**src/rtl/shift_reg_univ.sv**
```systemverilog
// Universal shift register: hold, shift right, shift left and parallel load,
// with serial/parallel in/out and a frame counter that pulses done every WIDTH shifts.
module shift_reg_univ #(
   parameter int WIDTH = 8,
   parameter int CNT_W = $clog2(WIDTH + 1)
) (
   input  logic             clk,
   input  logic             rst,
   input  logic             en,
   input  logic [1:0]       mode,
   input  logic             si,
   input  logic [WIDTH-1:0] pdin,
   output logic             so,
   output logic [WIDTH-1:0] pdout,
   output logic [CNT_W-1:0] cnt,
   output logic             done
);

   typedef enum logic [1:0] {
      MODE_HOLD  = 2'b00,
      MODE_RIGHT = 2'b01,
      MODE_LEFT  = 2'b10,
      MODE_LOAD  = 2'b11
   } mode_t;

   mode_t            op;
   logic [WIDTH-1:0] q;
   logic             dir_r;
   logic             frame_end;

   assign op        = mode_t'(mode);
   assign frame_end = (cnt == CNT_W'(WIDTH - 1));

   // NOTE: state is updated with non-blocking assignments so every register
   // samples the pre-edge values of the others, regardless of statement order.
   always_ff @(posedge clk) begin
      if (rst) begin
         q     <= '0;
         dir_r <= 1'b0;
         cnt   <= '0;
         done  <= 1'b0;
      end else begin
         done <= 1'b0;
         if (en) begin
            unique case (op)
               MODE_HOLD: ;
               MODE_RIGHT, MODE_LEFT: begin
                  if (op == MODE_RIGHT) begin
                     q     <= {si, q[WIDTH-1:1]};
                     dir_r <= 1'b0;
                  end else begin
                     q     <= {q[WIDTH-2:0], si};
                     dir_r <= 1'b1;
                  end
                  // Count shifts in either direction; wrap and flag at a full frame.
                  if (frame_end) begin
                     cnt  <= '0;
                     done <= 1'b1;
                  end else begin
                     cnt  <= cnt + 1'b1;
                  end
               end
               MODE_LOAD: begin
                  q   <= pdin;
                  cnt <= '0;
               end
               default: ;
            endcase
         end
      end
   end

   // Serial output comes from the end the last shift was moving towards.
   assign so    = dir_r ? q[WIDTH-1] : q[0];
   assign pdout = q;

endmodule

```
**config.mk**
```make
export PLATFORM = sky130hd
export DESIGN_NAME = shift_reg_univ
export DESIGN_NICKNAME = d
export VERILOG_FILES = /design/src/rtl/shift_reg_univ.sv
export SDC_FILE = /design/constraint.sdc
export NUM_CORES = 1
export LEC_CHECK = 0
export CAP_MARGIN = 20
export CORE_UTILIZATION = 46
export CTS_CLUSTER_SIZE = 24
export DETAILED_ROUTE_END_ITERATION = 8
export PLACE_DENSITY_LB_ADDON = 0.25
export SLEW_MARGIN = 20
export SYNTH_ARGS = -nofsm -noshare
export SYNTH_HDL_FRONTEND = slang
export SYNTH_SLANG_ARGS = --single-unit
```
**constraint.sdc**
```tcl
create_clock -name clk -period 3.3 [get_ports clk]
set_input_delay 0.66 -clock clk [delete_from_list [all_inputs] [get_ports clk]]
set_output_delay 0.66 -clock clk [all_outputs]
set_load 0.05 [all_outputs]
```
---- Word level (Yosys, flattened, before mapping) ----
Index checks and enable logic that the tools add are counted.
cells by class
  add/sub/neg operators ................... 1
  multiply operators ...................... 0
  div/mod/pow operators ................... 0
  order comparisons ....................... 0
  eq/ne operators ......................... 4
  shift-type cells ........................ 0
  muxes and demuxes ....................... 7
  bitwise operators ....................... 2
  reduce and logical (&&, ||, !) cells .... 5
operators with widths
  kind                                                                   count
  8-bit case mux with 2 select lines                                     1
  8-bit 2-to-1 mux                                                       1
  4-bit case mux with 2 select lines                                     1
  4-bit by 1-bit adder with 4-bit output, second input constant          1
  2-bit equality test, second input constant                             2
  4-bit by 3-bit equality test with 1-bit output, second input constant  1
  4-bit 2-to-1 mux                                                       1
  2-bit AND reduction                                                    2
  1-bit 2-to-1 mux                                                       3
  3-bit OR reduction                                                     1
  2-bit by 1-bit equality test with 1-bit output, second input constant  1
  1-bit inverter                                                         2
  2-bit nonzero test                                                     1
  2-bit OR reduction                                                     1
word-level totals
  register bits ........................... 14
  latch bits .............................. 0
  bits in writable memories ............... 0
  ROM bits ................................ 0
  input port bits ......................... 14
  output and inout bits ................... 14
  logic and storage cells ................. 23
  memories ................................ 0

---- Longest topological paths before layout ----
  depth in word-level cells ............... 4
  mapped depth ............................ 6
  depth with buffers taken out ............ 5

---- Least setup slack after synthesis ----
No wires, ideal clock.
  kind .................................... reg2out
  start point ............................. reg q[7] (netlist: pdout[7])
  end point ............................... out so
  arrival ................................. 1137 ps
  data required time ...................... 2640 ps
  slack ................................... 1503 ps
  stages on the path, launching flop included .. 2
  path buffers ............................ 0
  cells stage by stage .................... dfxtp_1 -> mux2_1
on the way
  cells in the longest elaborated chain, start to end .. 1
ends and longest elaborated chain
  item                    line  RTL
  from (decl)             27    logic [WIDTH-1:0] q;
  from (signal assigned)  49    q <= {si, q[WIDTH-1:1]};
  from (signal assigned)  52    q <= {q[WIDTH-2:0], si};
  from (signal assigned)  64    q <= pdin;
  1-bit 2-to-1 mux        74    assign so = dir_r ? q[WIDTH-1] : q[0];
  to (decl)               13    output logic so,
Every way passes these cells.

---- Worst setup path in the final report ----
  start point ............................. reg dir_r
  end point ............................... out so
on the way
  cells in the longest elaborated chain, start to end .. 1
ends and longest elaborated chain
  item                    line  RTL
  from (decl)             28    logic dir_r;
  from (signal assigned)  39    dir_r <= 1'b0;
  from (signal assigned)  50    dir_r <= 1'b0;
  from (signal assigned)  53    dir_r <= 1'b1;
  1-bit 2-to-1 mux        74
Every way passes these cells.

==> summary.md <==
| Metric | Value |
|---|---|
| Max Root-Sink Buffers | 2 |
| CTS clock-pin slew for the worst setup and hold paths | 0.08 ns |
| HP Class | reg -> reg |
| Worst-Skew Late Latency | 0.29 ns |
| Cell count after synthesis | 91 |
| CP max FO | 2 |
| Antenna Nets Post-Route | 0 |
| Pins Over Slew Limit | 0 |
| Post-synthesis cell type count | 22 |
| Post-DR vias/cell | 5.68 |
| R2r setup slk | 1.79 ns |
| Status | finished with violations |
| Switching Share | 32.0% |
| Vias in the first global route | 717 |
| Share of cells above drive strength 1 | 3.48% |
| Number of synthesized flops with an enable pin | 0 |
| Routed len/inst | 14.3 um |
| Syn avg cell area | 8.63 um2 |
| R2R depth | 4 |
| DRC errors left | 4 |
| Worst Tran Pin Value | 0.734 ns |
| DIE AREA | 1880 um2 |
| CP Data Required Time | 2.64 ns |
| First-pass GRT wire length | 3.10 mm |
| Final setup fails | 0 |
| Worst r2r dst | cnt[3]$_SDFFE_PP0P_ |
| Post-CTS setup buffers | 0 |
| TritonCTS clock tree | done |
| Diodes inserted | 0 |
| CP cell instances | mux2_1, clkdlybuf4s50_1 |
| # clock sinks | 14 |
| Leak | 0.389 nW |
| # port buffers | 27 |
| CTS Buf Count | 3 |
| Pwr/cell area | 360 nW/um2 |
| Worst path bufs/invs | 1 |
| Chip Height | 43.3 um |
| CP Launch Point | dir_r$_SDFFE_PP0P_ |
| Post-layout net count | 135 |
| H-tree depth | 1 |
| Final period util | 70.2% |
| WL met3 | 74 um |
| Syn Nets | 109 |
| Routability cong. | 0.758 |
| Vias | 744 |
| Clock Skews | 0.00642 ns |
| Metal-1 WL | 837 um |
| Overall Power | 0.385 mW |
| GRT Total Usage | 22.2% |
| Post-synthesis sequential area ratio | 35.7% |
| Layout area overhead | 36.1% |
| Max Used Layer | met4 |
| CP max stage delay | 0.70 ns |
| Critical path class | reg -> out |
| Row count | 14 |
| Synthesized area | 786 um2 |
| Worst setup SP type | register |
| Post-route setup TNS | 0 ns |
| Data arrival, critical path | 1.66 ns |
| Syn. warnings | 0 |
| Starting density of the core | 50.4% |
| Post-cts resize count | 0 |
| Largest net degree at the start of global routing | 23 |
| Final Hold Viols | 0 |
| P_sw | 0.123 mW |
| Initial DRT Pass Iterations | 6 |
| RSZ-0062 raised after global routing | no |
| Slew headroom | 51.0% |
| Reg2reg start | cnt[0]$_SDFFE_PP0P_ |
| Slowest CP cell | clkdlybuf4s50_1 |
| CP top delay family | buffers and inverters |
| Register bit total from synthesis | 14 |
| Routed wire length | 1.88 mm |
| Die Wd | 43.3 um |
| Antenna violations before repair | 0 |
| Comb pwr share | 25.6% |
| Capture point of the worst path | so |
| I/O pin count | 28 |
| Final HPWL DP | 1.30 mm |
| Cell internal pwr | 0.262 mW |
| Peak VDD IR | 0.243 mV |
| F_max | 0.432 GHz |
| Synth Flop Type | dfxtp_1 |
| Failing checks | DRC |
| Post-synth ARST share | 0% |
| Initial DRC Count | 15 |
| Clock power share | 26.6% |
| Hold-fix buffers, CTS | 0 |
| Maxcap violations | 0 |
| Seq pwr share | 47.8% |
| CP Depth | 2 |
| Met2 wire len | 919 um |
| Final core utilization | 68.6% |
| Grt total ovfl | 0 |
| Min cycle time layout | 2.32 ns |
| Root Driver | clkbuf_4 |
| Endpoint class of the critical path | output port |
| Total core area | 1560 um2 |
[worst min path at each step]
| stage | from | cells past startpoint | slack [ns] | endpoint |
|---|---|---|---|---|
| detailed placement | pdout[7]$_SDFFE_PP0P_ | 2 | 0.48 | pdout[7]$_SDFFE_PP0P_ |
| finish | pdout[7]$_SDFFE_PP0P_ | 2 | 0.49 | pdout[7]$_SDFFE_PP0P_ |
| CTS | pdout[7]$_SDFFE_PP0P_ | 2 | 0.49 | pdout[7]$_SDFFE_PP0P_ |
| floorplan | dir_r$_SDFFE_PP0P_ | 2 | 0.49 | dir_r$_SDFFE_PP0P_ |
| global placement | pdout[6]$_SDFFE_PP0P_ | 2 | 0.47 | pdout[6]$_SDFFE_PP0P_ |
| global route | pdout[5]$_SDFFE_PP0P_ | 2 | 0.51 | pdout[5]$_SDFFE_PP0P_ |
[layer usage]
metal  vias to the layer above  GRT usage [%]
met4                         0           13.1
met5                         -              0
li1                        374              -
met2                        20           36.7
met3                         5           2.50
met1                       345           27.9
[registers in the layout, summed over array words and instances, names as in the netlist]
signal	flops
cnt	4
dir_r	1
done	1
pdout	8
[cells in the final DEF, fill, tap and decap left out, types with 2 or more instances in the layout]
cell type / n
mux2_1: 9
ha_1: 4
a21oi_1: 13
inv_1: 2
o21ai_1: 2
o211ai_1: 9
nor2_1: 2
clkdlybuf4s50_1: 27
dfxtp_1: 14
clkbuf_4: 3
nand2_1: 12
nand2b_1: 8
[through the flow]
stage / setup WS (ns) / cell area, um2 / std cells / hold slack (ns)
CTS: 0.977 / 1070 / 131 / 0.489
global route: 0.946 / 1070 / 131 / 0.515
finish: 0.983 / 1070 / 131 / 0.487
detailed placement: 0.796 / 1050 / 128 / 0.478
global placement: 0.869 / 1050 / 128 / 0.470
floorplan: 1.50 / 786 / 91 / 0.488
[cell families (layout without fill, tap and decap cells)]
| family | after synthesis | in the layout | share of synthesized area [%] |
|---|---|---|---|
| and+or+nand+nor | 30 | 30 | 20.4 |
| AOI/OAI and AO/OA | 26 | 26 | 20.1 |
| DFF | 14 | 14 | 35.7 |
| muxes | 9 | 9 | 12.9 |
| buffers and inverters | 8 | 32 | 4.62 |
| adders and majority gates | 4 | 4 | 6.37 |
[cells in the mapped netlist (2+ instances only)]
cell type / n / share of area [%]
a21oi_1: 13 / 8.3
buf_2: 5 / 3.2
dfxtp_1: 14 / 36
ha_1: 4 / 6.4
inv_1: 2 / 0.96
mux2_1: 9 / 13
nand2_1: 12 / 5.7
nand2b_1: 8 / 6.4
nor2_1: 2 / 0.96
o211ai_1: 9 / 8.6
o21ai_1: 2 / 1.3
[power groups by stage]
stage	combinational [mW]	sequential [mW]	clock, mW
4_1_cts	0.0989	0.184	0.103
6_report	0.0984	0.184	0.102
3_5_place_dp	0.0984	0.188	0
5_1_grt	0.105	0.185	0.105
2_1_floorplan	0.0401	0.208	0
3_3_place_gp	0.0963	0.187	0
[area by class of cell]
class | count | area [um2]
Clock buffer | 3 | 22.5
Fill cell | 129 | 489
Multi-Input combinational cell | 69 | 469
Tap cell | 16 | 20.0
Timing Repair Buffer | 27 | 270
Sequential cell | 14 | 280
Inverter | 2 | 7.51
[tightest hold or removal path: stages (launching register included)]
cell and delay, ns:
dfxtp_1 0.34, nand2_1 0.06, a21oi_1 0.05
(Power assumes the default switching activity.)
